**config.mk**
```make
export PLATFORM = sky130hd
export DESIGN_NAME = apu_envelope_length
export DESIGN_NICKNAME = d
export VERILOG_FILES = /design/src/rtl/apu_pkg.sv /design/src/rtl/apu_envelope.sv /design/src/rtl/apu_envelope_length.sv
export SDC_FILE = /design/constraint.sdc
export NUM_CORES = 1
export LEC_CHECK = 0
export CAP_MARGIN = 20
export CORE_MARGIN = 10
export CORE_UTILIZATION = 47
export DETAILED_ROUTE_END_ITERATION = 6
export PLACE_DENSITY = 0.77
export SLEW_MARGIN = 25
export SYNTH_ARGS = -nofsm -noshare
export SYNTH_HDL_FRONTEND = slang
export SYNTH_SLANG_ARGS = --single-unit
export TNS_END_PERCENT = 100
```
**constraint.sdc**
```tcl
create_clock -name clk -period 4.8 [get_ports clk]
set_clock_uncertainty 0.2 [all_clocks]
set_input_delay 1.2 -clock clk [delete_from_list [all_inputs] [get_ports clk]]
set_output_delay 1.2 -clock clk [all_outputs]
set_load 0.02 [all_outputs]
```
**src/rtl/apu_pkg.sv**
```systemverilog
// Shared constants for the APU channel blocks.
//   VOL_W / LEN_W : default widths of volume and length values
//   VOL_MAX       : envelope restart level
//   LEN_TABLE     : length-counter load values indexed by the 5-bit len_idx field
package apu_pkg;

  localparam int VOL_W   = 4;
  localparam int LEN_W   = 8;
  localparam int VOL_MAX = 15;

  localparam logic [7:0] LEN_TABLE [32] = '{
    8'd10,  8'd254, 8'd20, 8'd2,  8'd40, 8'd4,  8'd80, 8'd6,
    8'd160, 8'd8,   8'd60, 8'd10, 8'd14, 8'd12, 8'd26, 8'd14,
    8'd12,  8'd16,  8'd24, 8'd18, 8'd48, 8'd20, 8'd96, 8'd22,
    8'd192, 8'd24,  8'd72, 8'd26, 8'd16, 8'd28, 8'd32, 8'd30
  };

  function automatic logic [7:0] len_lookup(input logic [4:0] idx);
    return LEN_TABLE[idx];
  endfunction

endpackage

```
**src/rtl/apu_envelope.sv**
```systemverilog
// Envelope generator: quarter-frame edge detect, start flag, divider and
// decay level.
//   clk, rst     : clock, synchronous active-high reset
//   fc_qfr_clk   : quarter-frame square wave; rising edge = one envelope tick
//   load         : restart request, consumed at the next quarter-frame tick
//   halt         : loop flag; decay wraps from 0 back to VOL_MAX when set
//   vol          : divider period
//   decay_next   : decay level the register will hold after this edge
module apu_envelope
  import apu_pkg::*;
#(
  parameter int VOL_W = 4
) (
  input  logic             clk,
  input  logic             rst,
  input  logic             fc_qfr_clk,
  input  logic             load,
  input  logic             halt,
  input  logic [VOL_W-1:0] vol,
  output logic [VOL_W-1:0] decay_next
);

  logic             qfr_d;
  logic             qfr_evt;
  logic             start;
  logic             start_nx;
  logic [VOL_W-1:0] divider;
  logic [VOL_W-1:0] divider_nx;
  logic [VOL_W-1:0] decay;
  logic [VOL_W-1:0] decay_nx;

  assign qfr_evt = fc_qfr_clk & ~qfr_d;

  always_comb begin
    start_nx   = start;
    divider_nx = divider;
    decay_nx   = decay;
    if (qfr_evt) begin
      if (start) begin
        start_nx   = 1'b0;
        decay_nx   = VOL_W'(VOL_MAX);
        divider_nx = vol;
      end else if (divider == '0) begin
        divider_nx = vol;
        if (decay != '0) begin
          decay_nx = decay - 1'b1;
        end else if (halt) begin
          decay_nx = VOL_W'(VOL_MAX);
        end
      end else begin
        divider_nx = divider - 1'b1;
      end
    end
    // A load coinciding with a tick is not seen by that tick (it used the
    // old start above); the restart happens on the following tick.
    if (load) begin
      start_nx = 1'b1;
    end
  end

  assign decay_next = decay_nx;

  always_ff @(posedge clk) begin
    // Edge detector tracks the input even in reset so release is glitch-free.
    qfr_d <= fc_qfr_clk;
    if (rst) begin
      start   <= 1'b0;
      divider <= '0;
      decay   <= '0;
    end else begin
      start   <= start_nx;
      divider <= divider_nx;
      decay   <= decay_nx;
    end
  end

endmodule

```
**src/rtl/apu_envelope_length.sv**
```systemverilog
// Per-channel envelope + length counter for the pulse/noise channels.
//   clk, rst     : clock, synchronous active-high reset
//   fc_qfr_clk   : quarter-frame square wave (envelope tick on rising edge)
//   fc_hfr_clk   : half-frame square wave (length tick on rising edge)
//   enable       : channel enable; low forces length to 0
//   halt         : freezes length counter; envelope loop flag
//   const_vol    : 1 = output vol, 0 = output envelope decay
//   vol          : constant volume or envelope divider period
//   len_idx      : length table index
//   load         : one-cycle strobe, loads length and restarts envelope
//   volume       : registered channel volume
//   active       : registered length-nonzero flag
module apu_envelope_length
  import apu_pkg::*;
#(
  parameter int VOL_W = 4,
  parameter int LEN_W = 8
) (
  input  logic             clk,
  input  logic             rst,
  input  logic             fc_qfr_clk,
  input  logic             fc_hfr_clk,
  input  logic             enable,
  input  logic             halt,
  input  logic             const_vol,
  input  logic [VOL_W-1:0] vol,
  input  logic [4:0]       len_idx,
  input  logic             load,
  output logic [VOL_W-1:0] volume,
  output logic             active
);

  logic             hfr_d;
  logic             hfr_evt;
  logic [LEN_W-1:0] length;
  logic [LEN_W-1:0] length_nx;
  logic [VOL_W-1:0] decay_next;

  assign hfr_evt = fc_hfr_clk & ~hfr_d;

  apu_envelope #(.VOL_W(VOL_W)) u_env (
    .clk        (clk),
    .rst        (rst),
    .fc_qfr_clk (fc_qfr_clk),
    .load       (load),
    .halt       (halt),
    .vol        (vol),
    .decay_next (decay_next)
  );

  // Priority: disable, then load (a load beats a same-cycle half-frame
  // decrement), then decrement saturating at zero.
  always_comb begin
    length_nx = length;
    if (!enable) begin
      length_nx = '0;
    end else if (load) begin
      length_nx = LEN_W'(len_lookup(len_idx));
    end else if (hfr_evt && !halt && (length != '0)) begin
      length_nx = length - 1'b1;
    end
  end

  always_ff @(posedge clk) begin
    hfr_d <= fc_hfr_clk;
    if (rst) begin
      length <= '0;
      volume <= '0;
      active <= 1'b0;
    end else begin
      length <= length_nx;
      active <= (length_nx != '0);
      volume <= (length_nx == '0) ? '0 : (const_vol ? vol : decay_next);
    end
  end

endmodule
```
==> flow_summary_export.csv, run 1 <==
group,metric,value,unit
routing,via_per_inst,5.79,
place,port-buffer-count,21,
worst_setup_path,ff2ff_setup_slack,2300,ps
clock_network,post_cts_buffers,0,
floorplanning,io_pins,22,
routing,post-route-drc-count,0,
hold_path,min_path_type,"reg -> reg",
yosys,synthCells,213,
worst_setup_path,crit_arrival,3620,ps
power_and_ir_drop,peakVddDrop,0.187,mV
clock_network,clk_pin_slew,120,ps
yosys,synth_nets,239,
yosys,synthTopCellsByCount,"dfxtp_1 (24), nor2_1 (19), inv_1 (16), a21oi_1 (13)",
layout,area_growth,15.5,%
sta,tns,0,ps
worst_setup_path,r2r-end,"volume[3]$_SDFF_PP0_",
global_route,grt_pass1_vias,1489,
floorplanning,dieHeight,80.3,um
floorplanning,initial_utilization,0.500,
yosys,syn_area_per_cell,8.02,um2
yosys,synth_area,1710,um2
global_route,grt_overflow,0,
sta,fin_crit_sh,0.757,
layout,num-nets-final,255,
global_route,grt_max_degree,20,
worst_setup_path,rr_startpoint,"length[0]$_SDFF_PP0_",
clock_network,h-tree-depth,1,
worst_setup_path,r2r.worst_path.cells,8,
sta,hold_violations,0,
floorplanning,core,3420,um2
worst_setup_path,critPathMaxFanout,11,
layout,fillCellCount,318,
yosys,synth-edff-count,0,
routing,vias,1586,
routing,wl_per_cell,14.2,um
routing,drtIter0Drc,73,
clock_network,cts_tree,"built",
layout,drive_gt1_frac,0.0658,
status,status,"finished, final reports clean",
sta,fin_crit,3630,ps
layout,n_antenna_cell,0,
sta,setup_viol,0,
clock_network,hold_buffers,0,
run,drv_cap,0,
place,place.gp.congestion,0.859,
floorplanning,die_area,6440,um2
worst_setup_path,crit_type,"in -> reg",
yosys,synthTopCellsByArea,"dfxtp_1 (28%), ha_1 (6.6%), a211oi_1 (4.8%), nor2_1 (4.2%), a21oi_1 (3.8%)",
layout,multi_input_area,1130,um2
yosys,seq_area_frac_synth,0.281,
place,post-place-cells,270,
sta,tightest_slew,611,ps
floorplanning,row_count,21,
hold_path,min_from,"u_env.divider[0]$_SDFFE_PP0P_",
place,dp_hpwl,3.07,mm
yosys,synth-seq-cells,24,
clock_network,cts.sinks,24,
routing,ant_nets,0,
sta,max_freq,0.275,GHz
yosys,yosysWarnings,0,
yosys,synthFlopType,"dfxtp_1",
layout,fin_cells,274,
sta,grt_setup_unrepaired,"false",
routing,dr.pass1.iters,4,
yosys,synth_top_cell_by_area,"dfxtp_1",
hold_path,hold_depth,2,
hold_path,hold_end,"u_env.divider[0]$_SDFFE_PP0P_",
yosys,ys_types,53,
global_route,grt_pass1_wl,6.91,mm
clock_network,clk_path_buf_depth,2,
clock_network,clkLatencyLatePin,310,ps
clock_network,cts.repair.resized,0,
global_route,antenna_found_initial,0,
worst_setup_path,critPathMaxStageDelay,670,ps
sta,slew_headroom,0.591,
worst_setup_path,crit_path_end_kind,"flip-flop",
yosys,synth_most_common_cell,"dfxtp_1",
power_and_ir_drop,leakage,0.714,nW
worst_setup_path,slowest_stage,"clkdlybuf4s50_1",
yosys,synth_top_area_share,0.281,
floorplanning,dieWidth,80.3,um
yosys,async_reset_ff_frac,0,
clock_network,cts_buffers,3,
worst_setup_path,cp.buffers_inverters,2,
worst_setup_path,crit_family,"compound AO/OA/AOI/OAI gates",
routing,wl,3.90,mm
clock_network,cts-root-buf,"clkbuf_4",
layout,register_area,480,um2
worst_setup_path,critical_path.cell_chain,"clkdlybuf4s50_1 > inv_1 > ha_1 > mux2_2 > o32ai_1 > a22oi_1 > o31ai_2 > a211oi_1",
global_route,grt_usage,0.127,
worst_setup_path,required,4790,ps
worst_setup_path,critPathLaunchType,"primary input",
power_and_ir_drop,powerDensity,240,nW/um2
sta,maxSlewViolCount,0,
[cells in the final DEF (no fill, tap or decap), types with 2 or more instances in the layout]
cell and count:
nand3b_1 3, nand2b_1 6, o21ai_0 9, clkbuf_4 3, nand3_1 4, ha_1 9
and2_1 2, mux2i_1 2, inv_1 16, a211oi_1 11, a211o_1 2, o31ai_1 2
nor2_1 19, or3b_1 2, a21oi_1 13, dfxtp_1 24, and3_1 3, nand4_1 2
nor2b_1 7, mux2_2 2, nor3_1 11, nor4_1 3, xnor2_1 3, a31oi_1 4
a22oi_1 3, or3_1 5, clkdlybuf4s50_1 21, nand2_1 8, nand4b_1 2, nor4b_1 3
[layer usage]
metal / track usage / part of all wire / up-vias
met5: 0 / 0 / -
met4: 0.0405 / 0.017 / 0
met3: 0.0212 / 0.040 / 4
met2: 0.197 / 0.44 / 32
met1: 0.172 / 0.50 / 730
li1: - / - / 820
[cell type report]
type	instances	area share
Inverter	16	0.0304
Clock buffer	4	0.0184
Timing Repair Buffer	21	0.107
Multi-Input combinational cell	163	0.572
Tap cell	46	0.0292
Sequential cell	24	0.244
[power breakdown]
group	total, mW	internal, mW	switching (mW)
Clock	0.103	0.0463	0.0567
Combinational	0.145	0.0656	0.0793
Sequential	0.226	0.213	0.0128
[stage by stage]
| stage | setup WS (ps) | power [mW] | hold WS (ps) | area (um2) | utilization |
|---|---|---|---|---|---|
| 6_report | 1170 | 0.474 | 295 | 1970 | 0.578 |
| 5_1_grt | 901 | 0.508 | 335 | 1970 | 0.578 |
| 4_1_cts | 1190 | 0.475 | 296 | 1970 | 0.578 |
| 3_5_place_dp | 846 | 0.374 | 277 | 1940 | 0.567 |
| 3_3_place_gp | 943 | 0.371 | 276 | 1940 | 0.567 |
| 2_1_floorplan | 1570 | 0.328 | 258 | 1710 | - |
[how the worst max path moves through the flow]
stage                from                    to  slack, ps  cells after the start
3_3_place_gp   len_idx[0]  volume[3]$_SDFF_PP0_        940                      8
2_1_floorplan  len_idx[0]  volume[1]$_SDFF_PP0_       1570                      8
4_1_cts        len_idx[0]  volume[1]$_SDFF_PP0_       1190                      8
3_5_place_dp   len_idx[0]  volume[3]$_SDFF_PP0_        850                      8
6_report       len_idx[0]  volume[3]$_SDFF_PP0_       1170                      8
5_1_grt        len_idx[0]  volume[3]$_SDFF_PP0_        900                      8
[flip-flops by register name, summed over array words and instances, names as in the netlist]
name and flops:
hfr_d 1, u_env.start 1, length 8, u_env.divider 4
volume 4, u_env.decay 4, u_env.qfr_d 1, active 1
[tightest hold or removal path: stages (launching register included)]
cell and delay [ps]:
dfxtp_1 350, nand2_1 60, a21oi_1 50
[logic make-up (layout without fill, tap and decap cells)]
kind of cell	count (synthesis)	after routing	share of synthesized area
AO/OA/AOI/OAI	59	59	0.244
XOR/XNOR	3	3	0.0154
adder cells (fa/ha/maj)	9	9	0.0659
buffers and inverters	26	41	0.0579
flip-flops	24	24	0.281
multiplexers	4	4	0.0249
AND/OR/NAND/NOR	88	88	0.311
No activity file was read; power rests on OpenSTA's default activity.
==> run 2: changes to the inputs <==
--- a/config.mk
+++ b/config.mk
@@ -9,7 +9,7 @@
 export CORE_MARGIN = 10
 export CORE_UTILIZATION = 47
 export DETAILED_ROUTE_END_ITERATION = 6
-export PLACE_DENSITY = 0.77
+export PLACE_DENSITY = 0.79
 export SLEW_MARGIN = 25
 export SYNTH_ARGS = -nofsm -noshare
 export SYNTH_HDL_FRONTEND = slang
==> constraint.sdc (replaced) <==
create_clock -name clk -period 3.1 [get_ports clk]
set_clock_uncertainty 0.2 [all_clocks]
set_input_delay 0.775 -clock clk [delete_from_list [all_inputs] [get_ports clk]]
set_output_delay 0.775 -clock clk [all_outputs]
set_load 0.02 [all_outputs]
==> flow_summary_export.csv, run 2 (synthesis results as in run 1) <==
group,metric,value,unit
global_route,grt_overflow,0,
clock_network,cts-root-buf,"clkbuf_4",
floorplanning,dieWidth,80.3,um
layout,num-nets-final,285,
floorplanning,row_count,21,
routing,wl_met3,207,um
worst_setup_path,critPathLaunchType,"primary input",
floorplanning,core,3420,um2
routing,post-route-drc-count,0,
sta,hold_ws,303,ps
routing,met1_length,2.02,mm
worst_setup_path,critPathMaxFanout,5,
worst_setup_path,crit_arrival,2930,ps
place,port-buffer-count,21,
place,place.gp.congestion,0.914,
sta,maxSlewViolCount,0,
global_route,grt_usage,0.134,
worst_setup_path,required,3130,ps
routing,wl,4.32,mm
routing,wl_per_cell,14.2,um
sta,grt_setup_unrepaired,"false",
layout,drive_gt1_frac,0.174,
hold_path,min_path_type,"reg -> reg",
layout,n_antenna_cell,0,
global_route,grt_max_degree,17,
clock_network,post_cts_buffers,0,
global_route,grt_pass1_vias,1640,
routing,drtIter0Drc,92,
sta,slew_headroom,0.693,
layout,regMostFlops,"length",
worst_setup_path,crit_type,"in -> reg",
clock_network,cts_buffers,3,
clock_network,cts.repair.resized,0,
sta,hold_violations,0,
place,place_area,2160,um2
run,drv_cap,0,
sta,setup_viol,0,
layout,fin_area,2220,um2
routing,highest_layer,"met4",
status,status,"finished, final reports clean",
layout,final_cell_mix,"buf_4 (30), dfxtp_1 (24), clkdlybuf4s50_1 (21)",
power_and_ir_drop,peakVddDrop,0.280,mV
routing,met2_length,2.03,mm
sta,fin_crit,2900,ps
clock_network,hold_buffers,0,
routing,via_per_inst,5.65,
worst_setup_path,crit_path_end_kind,"flip-flop",
layout,final_common_cell,"buf_4",
floorplanning,initial_utilization,0.500,
worst_setup_path,ff2ff_setup_slack,560,ps
clock_network,clk_pin_slew,130,ps
sta,tightest_slew,449,ps
floorplanning,io_pins,22,
global_route,antenna_found_initial,0,
clock_network,h-tree-depth,1,
sta,fin_crit_sh,0.934,
clock_network,cts_tree,"built",
layout,area_growth,29.9,%
sta,max_freq,0.345,GHz
clock_network,clkLatencyLatePin,310,ps
routing,ant_nets,0,
sta,tns,0,ps
layout,fillCellCount,300,
routing,vias,1717,
clock_network,clk_path_buf_depth,2,
layout,largest_register_ffs,8,
clock_network,cts.sinks,24,
floorplanning,die_area,6440,um2
global_route,grt_pass1_wl,7.24,mm
power_and_ir_drop,leakage,0.868,nW
place,dp_hpwl,3.39,mm
routing,dr.pass1.iters,4,
floorplanning,dieHeight,80.3,um
power_and_ir_drop,powerDensity,374,nW/um2
[run 2: path summary, 6_finish.rpt]
| path | from | cells past startpoint | end |
|---|---|---|---|
| worst max-delay path | fc_hfr_clk | 8 | volume[2]$_SDFF_PP0_ |
| worst min-delay path | u_env.divider[1]$_SDFFE_PP0P_ | 2 | u_env.divider[1]$_SDFFE_PP0P_ |
| worst max register to register | length[0]$_SDFF_PP0_ | 9 | volume[2]$_SDFF_PP0_ |
| worst min register to register | u_env.divider[1]$_SDFFE_PP0P_ | 2 | u_env.divider[1]$_SDFFE_PP0P_ |
[run 2: layout make-up]
cell class | count | area [um2] | area share
multi-input combinational | 163 | 1130 | 0.510
clock buffer | 3 | 22.5 | 0.0102
timing repair buffer | 51 | 435 | 0.196
inverter | 16 | 60.1 | 0.0271
clock inverter | 1 | 30.0 | 0.0135
tap | 46 | 57.6 | 0.0259
sequential | 24 | 480 | 0.217
[run 2: routing by layer]
| metal | track usage | vias up |
|---|---|---|
| li1 | - | 882 |
| met1 | 0.176 | 787 |
| met2 | 0.217 | 42 |
| met3 | 0.0223 | 6 |
| met4 | 0.0440 | 0 |
| met5 | 0 | - |
[run 2: power by group]
part / internal (mW) / switching, mW
clock network: 0.131 / 0.0908
registers: 0.330 / 0.0202
logic: 0.128 / 0.131
[run 2: stage by stage]
step,setup WS [ps],power [mW],cells,util
6_report,205,0.830,304,0.649
5_1_grt,35.2,0.876,304,0.649
4_1_cts,124,0.833,304,0.648
3_5_place_dp,-145,0.612,300,0.633
3_3_place_gp,-124,0.607,300,0.633
2_1_floorplan,296,0.508,213,-
[run 2: critical path, stage by stage]
cell and delay [ps]:
clkdlybuf4s50_1 470, or3b_1 420, buf_4 170, nor3_1 230
mux2i_1 150, a211o_1 270, and3_1 190, a211oi_1 240
==> run 3: changes to the inputs <==
--- a/config.mk
+++ b/config.mk
@@ -7,9 +7,10 @@
 export LEC_CHECK = 0
 export CAP_MARGIN = 20
 export CORE_MARGIN = 10
-export CORE_UTILIZATION = 47
+export CORE_UTILIZATION = 30
 export DETAILED_ROUTE_END_ITERATION = 6
-export PLACE_DENSITY = 0.79
+export DONT_BUFFER_PORTS = 1
+export PLACE_DENSITY = 0.52
 export SLEW_MARGIN = 25
 export SYNTH_ARGS = -nofsm -noshare
 export SYNTH_HDL_FRONTEND = slang
==> flow_summary_export.csv, run 3 (synthesis results as in run 1) <==
group,metric,value,unit
routing,post-route-drc-count,0,
clock_network,clk_pin_slew,80,ps
sta,max_freq,0.401,GHz
hold_path,min_path_type,"reg -> reg",
clock_network,h-tree-depth,1,
sta,fin_crit,2500,ps
global_route,grt_overflow,0,
power_and_ir_drop,intPower,578,uW
global_route,grt_usage,0.0944,
clock_network,cts-root-buf,"clkbuf_8",
power_and_ir_drop,leakage,0.649,nW
sta,fin_crit_sh,0.805,
worst_setup_path,critPathMaxFanout,6,
sta,tns,0,ps
power_and_ir_drop,switching_power,217,uW
power_and_ir_drop,clkPwrFrac,0.338,
power_and_ir_drop,sw_frac_of_total,0.273,
floorplanning,row_count,27,
layout,largest_register_ffs,8,
worst_setup_path,crit_arrival,2430,ps
sta,setup_viol,0,
routing,via_per_inst,5.35,
sta,maxSlewViolCount,0,
worst_setup_path,r2r-end,"volume[2]$_SDFF_PP0_",
sta,hold_ws,283,ps
power_and_ir_drop,powerDensity,434,nW/um2
routing,wl_per_cell,15.2,um
power_and_ir_drop,p_comb_frac,0.210,
worst_setup_path,required,3030,ps
floorplanning,io_pins,22,
clock_network,cts.sinks,24,
layout,num-nets-final,234,
power_and_ir_drop,p_total,794,uW
status,status,"finished, final reports clean",
hold_path,hold_depth,2,
worst_setup_path,r2r.worst_path.cells,6,
routing,drtIter0Drc,95,
global_route,grt_pass1_vias,1396,
global_route,grt_max_degree,20,
worst_setup_path,crit_path_end_kind,"flip-flop",
floorplanning,dieHeight,95.5,um
floorplanning,die_area,9110,um2
worst_setup_path,critPathLaunchType,"primary input",
clock_network,clk_path_buf_depth,2,
worst_setup_path,rr_startpoint,"length[3]$_SDFF_PP0_",
layout,register_area,480,um2
routing,ant_nets,0,
layout,fillCellCount,604,
power_and_ir_drop,peakVddDrop,0.173,mV
place,port-buffer-count,0,
global_route,antenna_found_initial,0,
clock_network,cts.repair.resized,0,
floorplanning,core,5510,um2
clock_network,cts_buffers,3,
clock_network,hold_buffers,0,
layout,area_growth,7.18,%
hold_path,hold_end,"u_env.divider[0]$_SDFFE_PP0P_",
power_and_ir_drop,pwr-share-seq,0.452,
global_route,grt_pass1_wl,6.99,mm
sta,hold_violations,0,
layout,final_common_cell,"dfxtp_1",
place,dp_hpwl,3.26,mm
floorplanning,initial_utilization,0.310,
floorplanning,dieWidth,95.5,um
routing,dr.pass1.iters,4,
layout,n_antenna_cell,0,
clock_network,cts_tree,"built",
worst_setup_path,crit_type,"in -> reg",
layout,multi_input_area,1130,um2
sta,tightest_slew,479,ps
sta,slew_headroom,0.672,
hold_path,min_from,"u_env.divider[0]$_SDFFE_PP0P_",
layout,regMostFlops,"length",
sta,grt_setup_unrepaired,"false",
place,place.gp.congestion,0.800,
run,drv_cap,0,
layout,final_cell_mix,"dfxtp_1 (24), nor2_1 (19), inv_1 (16)",
routing,wl,4.23,mm
layout,drive_gt1_frac,0.0725,
clock_network,clkLatencyLatePin,260,ps
routing,vias,1494,
clock_network,post_cts_buffers,0,
worst_setup_path,ff2ff_setup_slack,610,ps
[run 3: changes by cell type in the layout (fill, tap and decap cells not counted)]
cell,before,now
clkbuf_4,3,0
or4b_4,1,0
buf_4,30,0
clkdlybuf4s50_1,21,0
clkbuf_8,0,3
or4b_2,0,1
[run 3: power by group through the flow]
stage | clock, mW | sequential [mW] | combinational, mW
6_report | 0.269 | 0.359 | 0.167
4_1_cts | 0.275 | 0.360 | 0.167
3_3_place_gp | 0 | 0.367 | 0.166
2_1_floorplan | 0 | 0.359 | 0.149
5_1_grt | 0.284 | 0.363 | 0.190
3_5_place_dp | 0 | 0.367 | 0.165
[run 3: metal layers]
metal  global-route usage  up-vias  part of all wire
met5                    0        -                 0
met4               0.0258        0            0.0069
met3               0.0275        2             0.052
met2                0.143       21              0.44
met1                0.127      690              0.51
li1                     -      781                 -
[run 3: layout make-up]
class                   instances  share of cell area
clock buffers                   3              0.0226
clock inverters                 1              0.0164
inverters                      16              0.0328
multi-input cells             163               0.617
flip-flops and latches         24               0.262
well taps                      72              0.0492
[run 3: worst max-delay path, stage by stage]
cell and delay [ps]:
or3b_1 470, a2111oi_2 350, xnor2_1 230, a21oi_2 60, o31ai_2 410, a211oi_1 130
[run 3: worst max-delay path by stage]
| stage | startpoint | end | slack [ps] | depth (start not counted) |
|---|---|---|---|---|
| after floorplan | len_idx[0] | volume[1]$_SDFF_PP0_ | 300 | 8 |
| after global placement | halt | active$_SDFF_PP0_ | 350 | 6 |
| after CTS | halt | volume[2]$_SDFF_PP0_ | 610 | 6 |
| final | halt | volume[2]$_SDFF_PP0_ | 600 | 6 |
| after global routing | length[0]$_SDFF_PP0_ | volume[3]$_SDFF_PP0_ | 400 | 8 |
| after detailed placement | halt | volume[1]$_SDFF_PP0_ | 340 | 6 |
[run 3: metrics by stage]
stage | utilization | setup WS (ps) | cells | area [um2]
after CTS | 0.332 | 611 | 279 | 1830
after global routing | 0.332 | 404 | 279 | 1830
after floorplan | - | 296 | 213 | 1710
after detailed placement | 0.319 | 338 | 275 | 1760
final | 0.332 | 605 | 279 | 1830
after global placement | 0.319 | 353 | 275 | 1760
